**src/rtl/result_drain_unit.sv**
```systemverilog
// Drains a snapshot of four signed MMU accumulators onto an 8-bit valid/ready bus,
// either as full 16-bit words (high byte first) or as saturated int8 values.
module result_drain_unit #(
  parameter int ACC_W = 16,
  parameter int OUT_W = 8
) (
  input  logic               clk,
  input  logic               rst,
  input  logic               start,
  input  logic               sat_mode,
  input  logic [4*ACC_W-1:0] res_in,
  output logic [OUT_W-1:0]   out_data,
  output logic               out_valid,
  input  logic               out_ready,
  output logic               out_last,
  output logic               busy,
  output logic               done,
  output logic               overrun
);

  typedef enum logic [1:0] {IDLE, SEND, DONE} state_t;

  localparam logic signed [ACC_W-1:0] SAT_MAX = ACC_W'(2 ** (OUT_W - 1) - 1);
  localparam logic signed [ACC_W-1:0] SAT_MIN = ACC_W'(-(2 ** (OUT_W - 1)));

  state_t                  state_q;
  logic [3:0][ACC_W-1:0]   buf_q;
  logic                    mode_q;
  logic [2:0]              idx_q;
  logic [2:0]              idx_d;
  logic                    overrun_q;
  logic [2:0]              last_idx;
  logic                    at_last;
  logic [3:0][OUT_W-1:0]   sat_byte;

  assign last_idx = mode_q ? 3'd3 : 3'd7;
  assign at_last  = (idx_q == last_idx);
  assign idx_d    = at_last ? 3'd0 : idx_q + 3'd1;

  // Clamp each captured element to the int8 range once; the mux just picks one.
  for (genvar gi = 0; gi < 4; gi++) begin : g_sat
    logic signed [ACC_W-1:0] elem;
    assign elem = buf_q[gi];
    assign sat_byte[gi] = (elem > SAT_MAX) ? {1'b0, {(OUT_W-1){1'b1}}} :
                          (elem < SAT_MIN) ? {1'b1, {(OUT_W-1){1'b0}}} :
                          elem[OUT_W-1:0];
  end

  always_comb begin
    out_data = '0;
    if (state_q == SEND) begin
      if (mode_q)
        out_data = sat_byte[idx_q[1:0]];
      else if (!idx_q[0])
        out_data = buf_q[idx_q[2:1]][ACC_W-1 -: OUT_W];
      else
        out_data = buf_q[idx_q[2:1]][OUT_W-1:0];
    end
  end

  assign out_valid = (state_q == SEND);
  assign busy      = (state_q == SEND);
  assign out_last  = (state_q == SEND) && at_last;
  assign done      = (state_q == DONE);
  assign overrun   = overrun_q;

  always_ff @(posedge clk or negedge rst) begin
    if (!rst) begin
      state_q   <= IDLE;
      buf_q     <= '0;
      mode_q    <= 1'b0;
      idx_q     <= 3'd0;
      overrun_q <= 1'b0;
    end else begin
      overrun_q <= 1'b0;
      case (state_q)
        IDLE: begin
          if (start) begin
            buf_q   <= res_in;
            mode_q  <= sat_mode;
            idx_q   <= 3'd0;
            state_q <= SEND;
          end
        end
        SEND: begin
          // A second start cannot be honoured until the current snapshot is out.
          overrun_q <= start;
          if (out_ready) begin
            idx_q <= idx_d;
            if (at_last)
              state_q <= DONE;
          end
        end
        DONE: begin
          if (start) begin
            buf_q   <= res_in;
            mode_q  <= sat_mode;
            idx_q   <= 3'd0;
            state_q <= SEND;
          end else begin
            state_q <= IDLE;
          end
        end
        default: state_q <= IDLE;
      endcase
    end
  end

endmodule

```
**config.mk**
```make
export PLATFORM = sky130hd
export DESIGN_NAME = result_drain_unit
export DESIGN_NICKNAME = d
export VERILOG_FILES = /design/src/rtl/result_drain_unit.sv
export SDC_FILE = /design/constraint.sdc
export NUM_CORES = 1
export LEC_CHECK = 0
export CORE_MARGIN = 3
export CORE_UTILIZATION = 44
export CTS_CLUSTER_SIZE = 8
export DETAILED_ROUTE_END_ITERATION = 6
export PLACE_DENSITY = 0.81
export SYNTH_ARGS = -nofsm -noshare
export SYNTH_HDL_FRONTEND = slang
export SYNTH_SLANG_ARGS = --single-unit
```
**constraint.sdc**
```tcl
create_clock -name clk -period 1.99 [get_ports clk]
set_input_delay 0.398 -clock clk [delete_from_list [all_inputs] [get_ports clk]]
set_output_delay 0.398 -clock clk [all_outputs]
set_load 0.1 [all_outputs]
```
==> Word-level counts from Yosys, hierarchy flattened <==
Cells that the tools add are included.
{ "word_totals": {"ff_bits": 71, "output_inout_bits": 13} }
{ "classes": {"n_addsub": 1, "order_cmp": 10, "eq_ne": 7, "mux": 26, "n_reduce_logical": 7} }
{ "op_table": {"columns": ["op", "count"], "rows": [
  ["$mux 8", 12],
  ["$gt 16x8->1 const B", 4],
  ["$lt 16x8->1 const B", 4],
  ["$bmux 16 s2", 1],
  ["$bmux 8 s2", 1],
  ["$mux 16", 1],
  ["$mux 3", 4],
  ["$lt 2x3->1 const B", 2],
  ["$mux 2", 3],
  ["$pmux 2 s3", 1],
  ["$pmux 3 s2", 1],
  ["$reduce_and 3->1", 2],
  ["$ne 2x1->1 const B", 2],
  ["$ne 2x2->1 const B", 2],
  ["$add 3x1->3 const B", 1],
  ["$eq 3x3->1", 1],
  ["$eq 2x1->1 const B", 1],
  ["$eq 2x2->1 const B", 1],
  ["$logic_not 2->1", 1],
  ["$mux 1", 2],
  ["$reduce_and 2->1", 1],
  ["$reduce_bool 2->1", 1],
  ["$reduce_or 2->1", 1],
  ["$logic_and 1x1->1", 1]
]} }

==> Logic depth before layout (Yosys ltp) <==
Gate-level depths: netlist of the first run.
{ "logic_depth": {"depth_word": 7, "mapped_depth": 7, "depth_no_buf": 5} }

==> Worst setup path before layout of the first run <==
No wires, ideal clock.
{ "synth_path": {"kind": "register to output", "start": "register idx_q[1]", "end": "output port out_data[4]", "arrival_ns": 2.714, "path_slack_ns": -1.122, "stages_incl_launch_ff": 8, "cell_sequence": "dfrtp_1 buf_6 buf_12 mux4_2 nor2_1 nor2_1 o21ai_2 a31oi_1"} }
{ "synth_between": {"elab_chain_cells": 5} }
{ "synth_lines": {"columns": ["item", "line_no", "rtl"], "rows": [
  ["start, declared", "29", "logic [2:0] idx_q;"],
  ["start signal, assigned", "89", "idx_q <= idx_d;"],
  ["$bmux 16 s2", "55, 57", null],
  ["$mux 16 (implied by the code)", "57", "out_data = buf_q[idx_q[2:1]][OUT_W-1:0];"],
  ["$mux 8", "54", "else if (!idx_q[0])"],
  ["$mux 8 *", "52", "if (mode_q)"],
  ["$mux 8 *", "51", "if (state_q == SEND) begin"],
  ["end, declared", "12", "output logic [OUT_W-1:0] out_data,"]
]} }
Mark *: on every way between the ends. The rest lies on a longest branch, timed or not. The select of a mux whose other input is x is not followed.

==> Worst setup path after layout of the first run <==
{ "layout_path": {"start": "register idx_q[1]", "end": "output port out_data[3]"} }
The elaborated chain is that of the path after synthesis.

==> metrics.md, run 1 <==
| Metric | Value |
|---|---|
| Final ANT Viol Nets | `0` |
| First-pass DRT Iterations | `5` |
| Flop pwr share | `23.3%` |
| Fin crit period | `2700 ps` |
| # diodes | `0` |
| Gr usage total | `26.9%` |
| Via density | `6.04` |
| Data required, critical path | `1590 ps` |
| Routed wire length per instance | `20.1 um` |
| Lkg Pwr | `2.78 nW` |
| Worst Path Max Fanout | `12` |
| CP Capture Type | `primary output` |
| Port buffer count | `81` |
| Reg area | `1780 sq um` |
| Post-synthesis simple-gate area fraction | `31.8%` |
| Post-synthesis xor/xnor area fraction | `0.221%` |
| Slew @ Worst Pin | `548 ps` |
| Main combinational cell family by area after synthesis | `simple AND/OR/NAND/NOR gates` |
| Run status | `complete, but fails checks` |
| Nets | `639` |
| CTS clk-pin slew, worst paths | `80 ps` |
| Relative slew slack | `63.4%` |
| First-pass GRT wire length | `21,000 um` |
| Worst Skew | `5.51 ps` |
| # IOs | `82` |
| Worst-Skew Late Latency | `360 ps` |
| DR DRC count | `0` |
| Vias | `4,104` |
| Site Rows | `33` |
| Startpoint Class | `register` |
| Hold/Removal Path Class | `in2async` |
| Layout cells sized above 1 | `32.1%` |
| Yosys reg bits | `71` |
| Initial antenna violation count | `0` |
| Compound-Gate Fraction of Synth Area | `7.67%` |
| Syn Area/Cell | `8.88 sq um` |
| DP HPWL | `8670 um` |
| Synth-to-layout area growth | `51.8%` |
| Synthesized area | `3960 sq um` |
| CTS tree | `built` |
| Drt total wl | `13,600 um` |
| Synth unique cells | `39` |
| H-tree Lvls | `3` |
| Fillers | `541` |
| Post-DP Area | `5420 sq um` |
| Clock Power Share | `12.2%` |
| Adder-Cell Fraction of Synth Area | `0.316%` |
| Vias in the first global route | `4,073` |
| Max Freq | `0.370 GHz` |
| Failing checks | `negative setup slack` |
| Sw Pwr | `0.00582 W` |
| RSZ-0062 raised after global routing | `yes` |
| Final Max Tran Viols | `0` |
| Initial Util | `46.8%` |
| P per Cell Area | `2030 nW/um^2` |
| Multi-input gate area | `2370 sq um` |
| Largest net degree at the start of global routing | `72` |
| Die span in x | `101 um` |
| Dpl ws | `-302 ps` |
| Multiplexer share of the synthesized area | `10.0%` |
| Combinational share of power | `64.6%` |
| Gpl congestion | `0.986` |
| Setup violators final | `9` |
| Switching share of power | `47.6%` |
| Post-synthesis sequential area ratio | `44.8%` |
| Max Buffers Root-to-Sink | `2` |
| Critical Path AT | `2300 ps` |
| Worst Setup Slack, final | `-712 ps` |
| Die area | `10,200 sq um` |
| Final Cycle Share | `136%` |
| Setup TNS | `-4880 ps` |
| Die Span Y | `101 um` |
| Syn nets | `516` |
| Synth Warn # | `0` |
| Clock root buffer | `clkbuf_8` |
| Post-layout instance area | `6020 sq um` |
| Power Internal | `0.00640 W` |
| Syn Inst Count | `446` |
| MaxCap Viol Count | `0` |
| Kind of critical path | `reg2out` |
| Overflow left after global routing | `0` |
| Core footprint | `8460 sq um` |
| Final hold violation count | `0` |
| Worst VDD drop | `0.897 mV` |
| Clock sinks | `71` |
| Starting DRT DRC Count | `462` |
| TritonCTS buffer count | `9` |
[state kept, by name, indices dropped and copies added (netlist names)]
name and count:
g_sat.elem 64, idx_q 3, mode_q 1, overrun 1, state_q 2
[final cells by class]
cell class	count	area share, %
repair buffers	139	24.3
clock buffers	11	2.52
flip-flops and latches	71	29.7
well taps	105	2.18
clock inverters	5	1.73
multi-input cells	345	39.4
inverters	3	0.270
[worst max-delay path: stages (launching register included)]
cell	delay (ps)
dfrtp_2	470
buf_12	170
buf_4	180
buf_4	160
nor3b_1	370
o22ai_2	170
a31oi_4	220
buf_12	200
[metal layers]
| metal | wire [um] | GRT usage (%) |
|---|---|---|
| met3 | 1400 | 7.34 |
| met5 | 0 | 0 |
| met4 | 837 | 14.8 |
| met2 | 6380 | 42.7 |
| met1 | 5020 | 33.3 |
[repair_timing]
action,in CTS,in global routing
pin swaps,17,7
gates resized for setup,44,18
setup buffers,2,3
hold buffers,0,0
cloned,1,0
endpoints found under the setup margin,11,11
[stage by stage]
step | utilization, % | total power [W] | std cells | hold slack [ps]
floorplan | - | 0.00711 | 446 | 102
finish | 71.1 | 0.0122 | 679 | 55.4
CTS | 69.9 | 0.0117 | 676 | 70.8
global route | 71.1 | 0.0127 | 679 | 81.8
global placement | 64.0 | 0.00936 | 657 | 448
detailed placement | 64.0 | 0.00960 | 657 | 454
[power groups by stage]
stage | clock, W | combinational, W | sequential [W]
final | 0.00149 | 0.00789 | 0.00284
after global routing | 0.00155 | 0.00823 | 0.00291
after CTS | 0.00147 | 0.00746 | 0.00275
after detailed placement | 0 | 0.00689 | 0.00271
after global placement | 0 | 0.00670 | 0.00266
after floorplan | 0 | 0.00454 | 0.00257
[cells in the mapped netlist, drive strengths merged]
cell / count / area [sq um]
nand2: 200 / 751
dfrtp: 71 / 1780
nor2: 26 / 97.6
and2b: 21 / 184
buf: 17 / 129
mux4: 17 / 398
o21ai: 12 / 75.1
clkbuf: 10 / 61.3
nand4: 8 / 50.1
a31oi: 7 / 43.8
nor3b: 7 / 52.6
o221ai: 7 / 61.3
o22ai: 7 / 43.8
or4: 6 / 45.0
a21oi: 5 / 25.0
o21a: 5 / 37.5
inv: 3 / 11.3
nand3: 3 / 15.0
and3: 2 / 12.5
nand2b: 2 / 12.5
nor2b: 2 / 12.5
nor4: 2 / 12.5
a21o: 1 / 7.51
a41o: 1 / 10.0
and2: 1 / 6.26
ha: 1 / 12.5
or4b: 1 / 10.0
xor2: 1 / 8.76
[layout by cell type (no fill, tap or decap), drive strengths merged]
| master | synthesis | final |
|---|---|---|
| a21o | 1 | 1 |
| a21oi | 5 | 5 |
| a31oi | 7 | 7 |
| a41o | 1 | 1 |
| and2 | 1 | 1 |
| and2b | 21 | 21 |
| and3 | 2 | 2 |
| buf | 17 | 72 |
| bufinv | 0 | 3 |
| clkbuf | 10 | 11 |
| clkdlybuf4s50 | 0 | 67 |
| clkinv | 0 | 2 |
| dfrtp | 71 | 71 |
| ha | 1 | 1 |
| inv | 3 | 3 |
| mux4 | 17 | 17 |
| nand2 | 200 | 200 |
| nand2b | 2 | 2 |
| nand3 | 3 | 3 |
| nand4 | 8 | 8 |
| nor2 | 26 | 26 |
| nor2b | 2 | 2 |
| nor3b | 7 | 7 |
| nor4 | 2 | 2 |
| o21a | 5 | 5 |
| o21ai | 12 | 12 |
| o221ai | 7 | 7 |
| o22ai | 7 | 7 |
| or4 | 6 | 6 |
| or4b | 1 | 1 |
| xor2 | 1 | 1 |
[path summary, 6_finish.rpt]
path,startpoint,to,slack (ps),cells past startpoint
worst min register to register,g_sat[1].elem[2]$_DFFE_PN0P_,g_sat[1].elem[2]$_DFFE_PN0P_,530,2
worst max-delay path,idx_q[1]$_DFFE_PN0P_,out_data[3],-710,7
worst max register to register,state_q[0]$_DFFE_PN0P_,idx_q[2]$_DFFE_PN0P_,310,6
max in group asynchronous,rst,mode_q$_DFFE_PN0P_,1620,2
min in group clk,g_sat[1].elem[2]$_DFFE_PN0P_,g_sat[1].elem[2]$_DFFE_PN0P_,530,2
worst min-delay path,rst,g_sat[2].elem[13]$_DFFE_PN0P_,60,2
[logic make-up (layout without fill, tap and decap cells)]
| kind of cell | Yosys count | after routing |
|---|---|---|
| AND/OR/NAND/NOR | 281 | 281 |
| flip-flops | 71 | 71 |
| AO/OA/AOI/OAI | 45 | 45 |
| buffers and inverters | 30 | 158 |
| multiplexers | 17 | 17 |
| adder cells (fa/ha/maj) | 1 | 1 |
| XOR/XNOR | 1 | 1 |
(Power assumes the default switching activity.)
==> inputs of run 2 (changes only) <==
CORE_UTILIZATION = 64   (was 44)
DONT_BUFFER_PORTS = 1   (was unset)
PLACE_DENSITY = 0.8   (was 0.81)
==> metrics.md, run 2 (same netlist as run 1, synthesis figures left out) <==
| Metric | Value |
|---|---|
| Final hold violation count | `71 (+71)` |
| Dpl ws | `-266 ps (+36.2 ps)` |
| Inst Count DP | `563 (-14%)` |
| Met2 Routed Length | `6490 um (+1.7%)` |
| Clock sinks | `71 (unchanged)` |
| Initial Util | `66.5% (+20 points)` |
| RSZ-0062 raised after global routing | `yes` |
| Final ANT Viol Nets | `0 (unchanged)` |
| Max reg flops | `64 (unchanged)` |
| Nets | `584 (-8.6%)` |
| Fin crit period | `2690 ps (-8.26 ps)` |
| Reg-to-reg endpoint | `idx_q[2]$_DFFE_PN0P_` |
| Port buffer count | `0 (-100%)` |
| DR DRC count | `0 (unchanged)` |
| Vias in the first global route | `3,902 (-4.2%)` |
| Slew @ Worst Pin | `470 ps (-77.9 ps)` |
| H-tree Lvls | `3 (unchanged)` |
| DRT met1 WL | `4880 um (-2.8%)` |
| Overflow left after global routing | `0 (unchanged)` |
| First-pass DRT Iterations | `6 (+1)` |
| Final Max Tran Viols | `0 (unchanged)` |
| Kind of critical path | `reg2out` |
| DP HPWL | `7980 um (-8.0%)` |
| Worst Setup Slack, final | `-704 ps (+8.26 ps)` |
| Worst-Skew Late Latency | `350 ps (about the same)` |
| Max Freq | `0.371 GHz (+0.31%)` |
| Vias | `4,107 (+0.073%)` |
| Site Rows | `28 (-15%)` |
| Failing checks | `negative hold slack, negative setup slack` |
| Top sig layer | `met4` |
| Gr usage total | `38.1% (+11 points)` |
| Relative slew slack | `68.5% (+5.1 points)` |
| Setup TNS | `-5130 ps (-258 ps)` |
| CP Capture Type | `primary output` |
| Initial antenna violation count | `0 (unchanged)` |
| Startpoint Class | `register` |
| Layout cells sized above 1 | `40.2% (+8.1 points)` |
| Die Span Y | `84.7 um (-16%)` |
| Die span in x | `84.7 um (-16%)` |
| Most frequent cells in the layout | `198 x nand2_1, 68 x dfrtp_1, 66 x buf_4` |
| First-pass GRT wire length | `20,800 um (-0.72%)` |
| Starting DRT DRC Count | `746 (+61%)` |
| Routed wire length per instance | `24.6 um (+23%)` |
| Hold/Removal Path Class | `in2async` |
| Hold slack | `-266 ps (-322 ps)` |
| Largest net degree at the start of global routing | `72 (unchanged)` |
| R2R setup slack | `340 ps (+30 ps)` |
| Worst Path Max Fanout | `7 (-5)` |
| Fillers | `252 (-53%)` |
| Run status | `complete, but fails checks` |
| Clock root buffer | `clkbuf_8` |
| Crit path from | `idx_q[1]$_DFFE_PN0P_` |
| Gpl congestion | `0.912 (-7.5%)` |
| CTS clk-pin slew, worst paths | `80 ps (about the same)` |
| Synth-to-layout area growth | `35.1%` |
| Max Buffers Root-to-Sink | `2 (unchanged)` |
| Worst Skew | `12.1 ps (+6.63 ps)` |
| # diodes | `0 (unchanged)` |
| MaxCap Viol Count | `0 (unchanged)` |
| Worst Reg-to-Reg Cells | `6 (unchanged)` |
| TritonCTS buffer count | `9 (unchanged)` |
| Final Cycle Share | `135% (-0.42 points)` |
| Commonest non-fill, non-tap cell in the layout | `nand2_1` |
| Reg-to-Reg Start | `state_q[0]$_DFFE_PN0P_` |
| Via density | `6.93 (+15%)` |
| Critical Path AT | `2300 ps (about the same)` |
| CTS tree | `built` |
| Met3 WL | `2060 um (+47%)` |
| Setup violators final | `8 (-1)` |
| Non-filler cells, final | `593 (-13%)` |
| # IOs | `82 (unchanged)` |
| Core footprint | `5960 sq um (-30%)` |
| Drt total wl | `14,600 um (+7.0%)` |
| Critical Path Sink | `out_data[0]` |
| Die area | `7170 sq um (-30%)` |
| Data required, critical path | `1590 ps (about the same)` |
-- run 2: cell types whose count changed in the layout (fill, tap and decap cells not counted), moves of 3 or more --
cell	delta
clkdlybuf4s50_1	-67
buf_4	+16
nor2_1	-10
nor2_2	+8
nor3b_1	-3
nor3b_2	+3
-- run 2: layout make-up --
class | count | area (sq um) | share of cell area (%)
flip-flops and latches | 71 | 1780 | 33.3
multi-input cells | 345 | 2410 | 45.1
inverters | 3 | 16.3 | 0.304
clock inverters | 6 | 86.3 | 1.61
clock buffers | 9 | 124 | 2.31
repair buffers | 84 | 838 | 15.7
well taps | 75 | 93.8 | 1.75
-- run 2: worst min path at each step --
stage	slack [ps]	start	to
after floorplan	100	rst	g_sat[0].elem[0]$_DFFE_PN0P_
after global placement	100	rst	g_sat[0].elem[6]$_DFFE_PN0P_
after detailed placement	100	rst	g_sat[3].elem[7]$_DFFE_PN0P_
after CTS	-270	rst	g_sat[2].elem[1]$_DFFE_PN0P_
after global routing	-280	rst	g_sat[2].elem[1]$_DFFE_PN0P_
final	-270	rst	idx_q[0]$_DFFE_PN0P_
-- run 2: per-stage QoR --
| step | instance area [sq um] | utilization (%) |
|---|---|---|
| 2_1_floorplan | 4090 | - |
| 3_3_place_gp | 4680 | 78.6 |
| 3_5_place_dp | 4680 | 78.6 |
| 4_1_cts | 5210 | 87.5 |
| 5_1_grt | 5360 | 89.9 |
| 6_report | 5360 | 89.9 |
-- run 2: metal layers --
layer / global-route usage, % / vias up
li1: - / 1628
met2: 58.1 / 437
met5: 0 / -
met1: 49.5 / 1913
met3: 11.3 / 129
met4: 19.9 / 0
-- run 2: what timing repair did --
action                                 4_1_cts  5_1_grt
setup endpoints to repair                   11       11
resized for setup                           54       26
pin swaps                                   14       12
gates cloned                                 1        0
setup buffers                                5       11
endpoints found under the hold margin       71       71
-- run 2: critical path, cell delays in order (launching register included) --
cell	delay, ps
dfrtp_2	420
buf_12	150
buf_12	140
mux4_1	570
nor2_1	140
nor2_1	90
o21ai_2	180
a31oi_4	60
buf_12	190
Power of run 2 is left out: the tool's default activity adds up to more than one toggle a clock period on the data nets, which glitch-free logic cannot reach.
==> inputs of run 3 (changes only) <==
SKIP_CTS_REPAIR_TIMING = 1   (was unset)
==> metrics.md, run 3 (same netlist as run 1, synthesis figures left out) <==
| Metric | Value |
|---|---|
| Site Rows | `28 (unchanged)` |
| Dpl ws | `-266 ps (unchanged)` |
| CTS tree | `built` |
| CP Capture Type | `primary output` |
| Fin crit period | `2620 ps (-72.7 ps)` |
| Drt total wl | `13,800 um (-5.2%)` |
| Kind of critical path | `reg2out` |
| Max reg flops | `64 (unchanged)` |
| Overflow left after global routing | `0 (unchanged)` |
| Largest net degree at the start of global routing | `72 (unchanged)` |
| Worst Setup Slack, final | `-631 ps (+72.7 ps)` |
| Gr usage total | `33.3% (-4.8 points)` |
| Most frequent cells in the layout | `198 x nand2_1, 69 x dfrtp_1, 59 x buf_4` |
| Die Span Y | `84.7 um (unchanged)` |
| Worst Path Max Fanout | `5 (-2)` |
| Clock sinks | `71 (unchanged)` |
| Commonest non-fill, non-tap cell in the layout | `nand2_1` |
| Final Cycle Share | `132% (-3.7 points)` |
| Relative slew slack | `71.0% (+2.5 points)` |
| Hold slack | `-268 ps (-1.74 ps)` |
| Synth-to-layout area growth | `32.9%` |
| TritonCTS buffer count | `9 (unchanged)` |
| Startpoint Class | `register` |
| First-pass DRT Iterations | `6 (unchanged)` |
| Setup violators final | `9 (+1)` |
| First-pass GRT wire length | `18,400 um (-11%)` |
| Slew @ Worst Pin | `435 ps (-35.7 ps)` |
| Gpl congestion | `0.912 (unchanged)` |
| DP HPWL | `7980 um (unchanged)` |
| Die span in x | `84.7 um (unchanged)` |
| H-tree Lvls | `3 (unchanged)` |
| Data required, critical path | `1590 ps (about the same)` |
| Final ANT Viol Nets | `0 (unchanged)` |
| Nets | `576 (-1.4%)` |
| Die area | `7170 sq um (unchanged)` |
| Core footprint | `5960 sq um (unchanged)` |
| Clock root buffer | `clkbuf_8` |
| Layout cells sized above 1 | `39.0% (-1.1 points)` |
| # diodes | `0 (unchanged)` |
| Vias in the first global route | `3,636 (-6.8%)` |
| Worst-Skew Late Latency | `350 ps (about the same)` |
| Initial Util | `66.5% (unchanged)` |
| Max Buffers Root-to-Sink | `2 (unchanged)` |
| Critical Path AT | `2220 ps (-80 ps)` |
| Routed wire length per instance | `23.7 um (-3.9%)` |
| Port buffer count | `0 (unchanged)` |
| Vias | `3,932 (-4.3%)` |
| Starting DRT DRC Count | `589 (-21%)` |
| Reg-to-Reg Start | `idx_q[1]$_DFFE_PN0P_` |
| Max Freq | `0.381 GHz (+2.8%)` |
| Run status | `complete, but fails checks` |
| Hold/Removal Path Class | `in2async` |
| Final hold violation count | `71 (unchanged)` |
| MaxCap Viol Count | `0 (unchanged)` |
| RSZ-0062 raised after global routing | `yes` |
| Crit path from | `g_sat[0].elem[12]$_DFFE_PN0P_` |
| DR DRC count | `0 (unchanged)` |
| Via density | `6.72 (-3.0%)` |
| CTS clk-pin slew, worst paths | `80 ps (about the same)` |
| Final Max Tran Viols | `0 (unchanged)` |
| Failing checks | `negative hold slack, negative setup slack` |
| Worst Skew | `8.34 ps (-3.81 ps)` |
| # IOs | `82 (unchanged)` |
| Initial antenna violation count | `0 (unchanged)` |
[run 3: cell types whose count changed in the layout (fill, tap and decap cells not counted), sizes merged]
cell,previous run,this run
clkbuf,9,11
buf,84,74
[run 3: cell type report]
cell class	instances	area, sq um
clock buffers	9	124
repair buffers	76	793
multi-input cells	345	2370
inverters	3	16.3
well taps	75	93.8
fillers	267	688
flip-flops and latches	71	1780
clock inverters	6	86.3
[run 3: worst paths after layout]
path	endpoint	slack [ps]	cells past startpoint
hold / removal	g_sat[2].elem[1]$_DFFE_PN0P_	-270	0
setup / recovery	out_data[0]	-630	8
setup reg to reg	idx_q[2]$_DFFE_PN0P_	140	7
min in group clk	g_sat[0].elem[0]$_DFFE_PN0P_	150	2
max in group asynchronous	mode_q$_DFFE_PN0P_	2120	0
hold reg to reg	g_sat[1].elem[13]$_DFFE_PN0P_	520	2
[run 3: worst max-delay path, cell delays in order (launching register included)]
cell,delay (ps)
dfrtp_1,370
buf_4,140
nand4_1,110
o21a_2,280
buf_4,190
nor3b_1,230
o22ai_1,150
a31oi_4,200
buf_12,200
[run 3: layer usage]
layer | vias to the layer above | part of all wire [%] | GRT usage (%)
met1 | 1853 | 35 | 44.4
met3 | 103 | 11 | 8.34
met2 | 355 | 47 | 53.4
li1 | 1621 | - | -
met4 | 0 | 6.8 | 11.9
met5 | - | 0 | 0
[run 3: through the flow]
step                setup TNS, ps  std cells  hold slack [ps]  cell area, sq um  util (%)
finish                      -5010        585             -268              5270      88.4
global route                -5440        585             -287              5270      88.4
CTS                         -5370        578             -274              4890      82.1
detailed placement          -1710        563              105              4680      78.6
global placement            -1540        563              104              4680      78.6
floorplan                   -1700        446              102              4090         -
Power of run 3 is left out for the same reason.
==> variant, RTL diff (config.mk and constraints of run 3) <==
Register the output `overrun` once more, without a reset; this adds one clock of latency there. The other outputs are not delayed to match.
--- a/src/rtl/result_drain_unit.sv
+++ b/src/rtl/result_drain_unit.sv
@@ -62,7 +62,9 @@
   assign busy      = (state_q == SEND);
   assign out_last  = (state_q == SEND) && at_last;
   assign done      = (state_q == DONE);
-  assign overrun   = overrun_q;
+  always_ff @(posedge clk) begin
+    overrun <= overrun_q;
+  end
 
   always_ff @(posedge clk or negedge rst) begin
     if (!rst) begin
Function: changed (a bounded check fails within 4 cycles, from zero or initial values and one cycle with rst low).
==> variant against run 3 <==
  * The flow still finishes with violations (negative hold slack, negative setup slack)
  * Synthesized area grew 0.51%
  * Cell area down 0.17%
  * Sequential cell count increased by 1
  * Setup slack improved by 0.016 ns
  * Highest routed layer unchanged
  * Via count is 2.9% lower
  * Routed wire length down 6.9%
Power is not shown: default switching activity piles up to over one toggle a cycle in this logic, so the estimate is an artifact.
==> variant: results <==
metrics = {
    "setup_path": {
        "crit_family": "compound AO/OA/AOI/OAI gates",
        "crit_slowest_cell": "dfrtp_1",
        "worst_path_largest_cell_delay_ns": 0.41,
        "arrival_ns": 2.21,
        "cp_max_fo": 7,
    },
    "yosys": {
        "muxShareOfSynthArea_pct": 9.99,
        "synth_ff_type": "dfrtp_1",
        "synth.avg_cell_area_um2": 8.91,
        "ys_seq_area_share_pct": 45.1,
        "synth_commonest_cells": "200 x nand2_1, 71 x dfrtp_1, 26 x nor2_1, 21 x and2b_2, 13 x mux4_2",
        "syn_nets": 517,
        "synth_xor_area_share_pct": 0.220,
        "synth_compound_area_share_pct": 7.63,
        "async_flop_share_pct": 98.6,
        "yosysWarnings": 0,
        "ys_types": 40,
        "synth_adder_area_share_pct": 0.314,
        "ys_top_cells_by_area": "dfrtp_1 45%, nand2_1 19%, mux4_2 7.4%, and2b_2 4.6%, mux4_1 2.6%",
    },
    "clocking": {
        "insertion_delay_ns": 0.36,
        "cts.clk_slew.worst_paths_ns": 0.08,
        "cts_made_buffers": 9,
        "clock_path_buffers": 2,
        "htree_levels": 3,
        "clockRootBuffer": "clkbuf_8",
    },
    "timing": {
        "hold_ws_ns": -0.268,
        "worst_slack_ns": -0.615,
        "fmax_mhz": 384,
        "worst_pin_slew_ns": 0.396,
        "report.final.setup_viol": 9,
        "final-hold-violation-count": 71,
        "clock_skew_ns": 0.00964,
    },
    "placement": {
        "placed_cells": 566,
        "routabilityCongestion": 0.938,
        "hpwl_um": 8130,
        "port_buffers": 0,
    },
    "final_layout": {
        "layout.cells.non_filler": 588,
        "drive_gt1_share_pct": 36.5,
        "nets": 578,
        "largest_reg_flops": 64,
        "diodes": 0,
    },
    "drt": {
        "routed_wl_um": 12900,
        "post_drt_via_cell_ratio": 6.49,
        "first_pass_iters": 6,
        "drt-initial-drc-count": 430,
    },
    "hold_path": {
        "hp-class": "in -> async",
    },
    "run_status": {
        "status": "complete, but fails checks",
        "violations": "negative hold slack, negative setup slack",
    },
    "grt": {
        "antenna_found_initial": 0,
        "grt_pass1_wl_um": 18400,
        "grt_max_degree": 72,
        "track_usage_pct": 33.3,
        "grt_pass1_vias": 3566,
    },
}
-- variant: worst reg2reg max path: stages, from the launching register on --
cell and delay, ns:
dfrtp_1 0.38, nand2b_1 0.28, inv_4 0.25, nand3_1 0.13, or4b_1 0.48, o21ai_0 0.09
-- variant: cells by family after synthesis --
logic type      count (synthesis)
buf+inv                        30
fa+ha+maj                       1
simple gates                  281
xor+xnor                        1
compound gates                 45
mux                            17
flops                          72
-- variant: per-layer routing --
metal | global-route usage, % | wire length, µm | up-vias
li1 | - | - | 1627
met1 | 45.1 | 4720 | 1829
met2 | 52.1 | 6150 | 290
met3 | 7.18 | 1330 | 72
met4 | 14.8 | 676 | 0
met5 | 0 | 0 | -
-- variant: final cells by class --
cell class,instances,area [µm²]
fill,276,732
timing repair buffer,77,792
clock inverter,6,92.6
multi-input combinational,345,2330
clock buffer,10,138
inverter,3,13.8
sequential,72,1800
tap,75,93.8
-- variant: metrics by stage --
step / cell area, µm² / hold WS (ns) / TNS (ns) / setup slack [ns]
6_report: 5260 / -0.268 / -4.75 / -0.615
5_1_grt: 5260 / -0.286 / -5.32 / -0.688
4_1_cts: 4960 / -0.278 / -5.36 / -0.712
3_5_place_dp: 4730 / 0.104 / -2.05 / -0.311
3_3_place_gp: 4730 / 0.105 / -1.59 / -0.227
2_1_floorplan: 4110 / 0.102 / -1.70 / -0.202
-- variant: path summary, 6_finish.rpt --
kind / end / slack, ns / from / depth (start not counted)
min in group clk: g_sat[0].elem[3] / 0.14 / res_in[3] / 2
worst max register to register: idx_q[2] / 0.30 / state_q[1] / 5
worst min register to register: overrun / 0.35 / overrun_q / 0
max in group asynchronous: mode_q / 2.15 / rst / 0
worst min-delay path: g_sat[1].elem[13] / -0.27 / rst / 0
worst max-delay path: out_data[6] / -0.61 / g_sat[2].elem[8] / 7
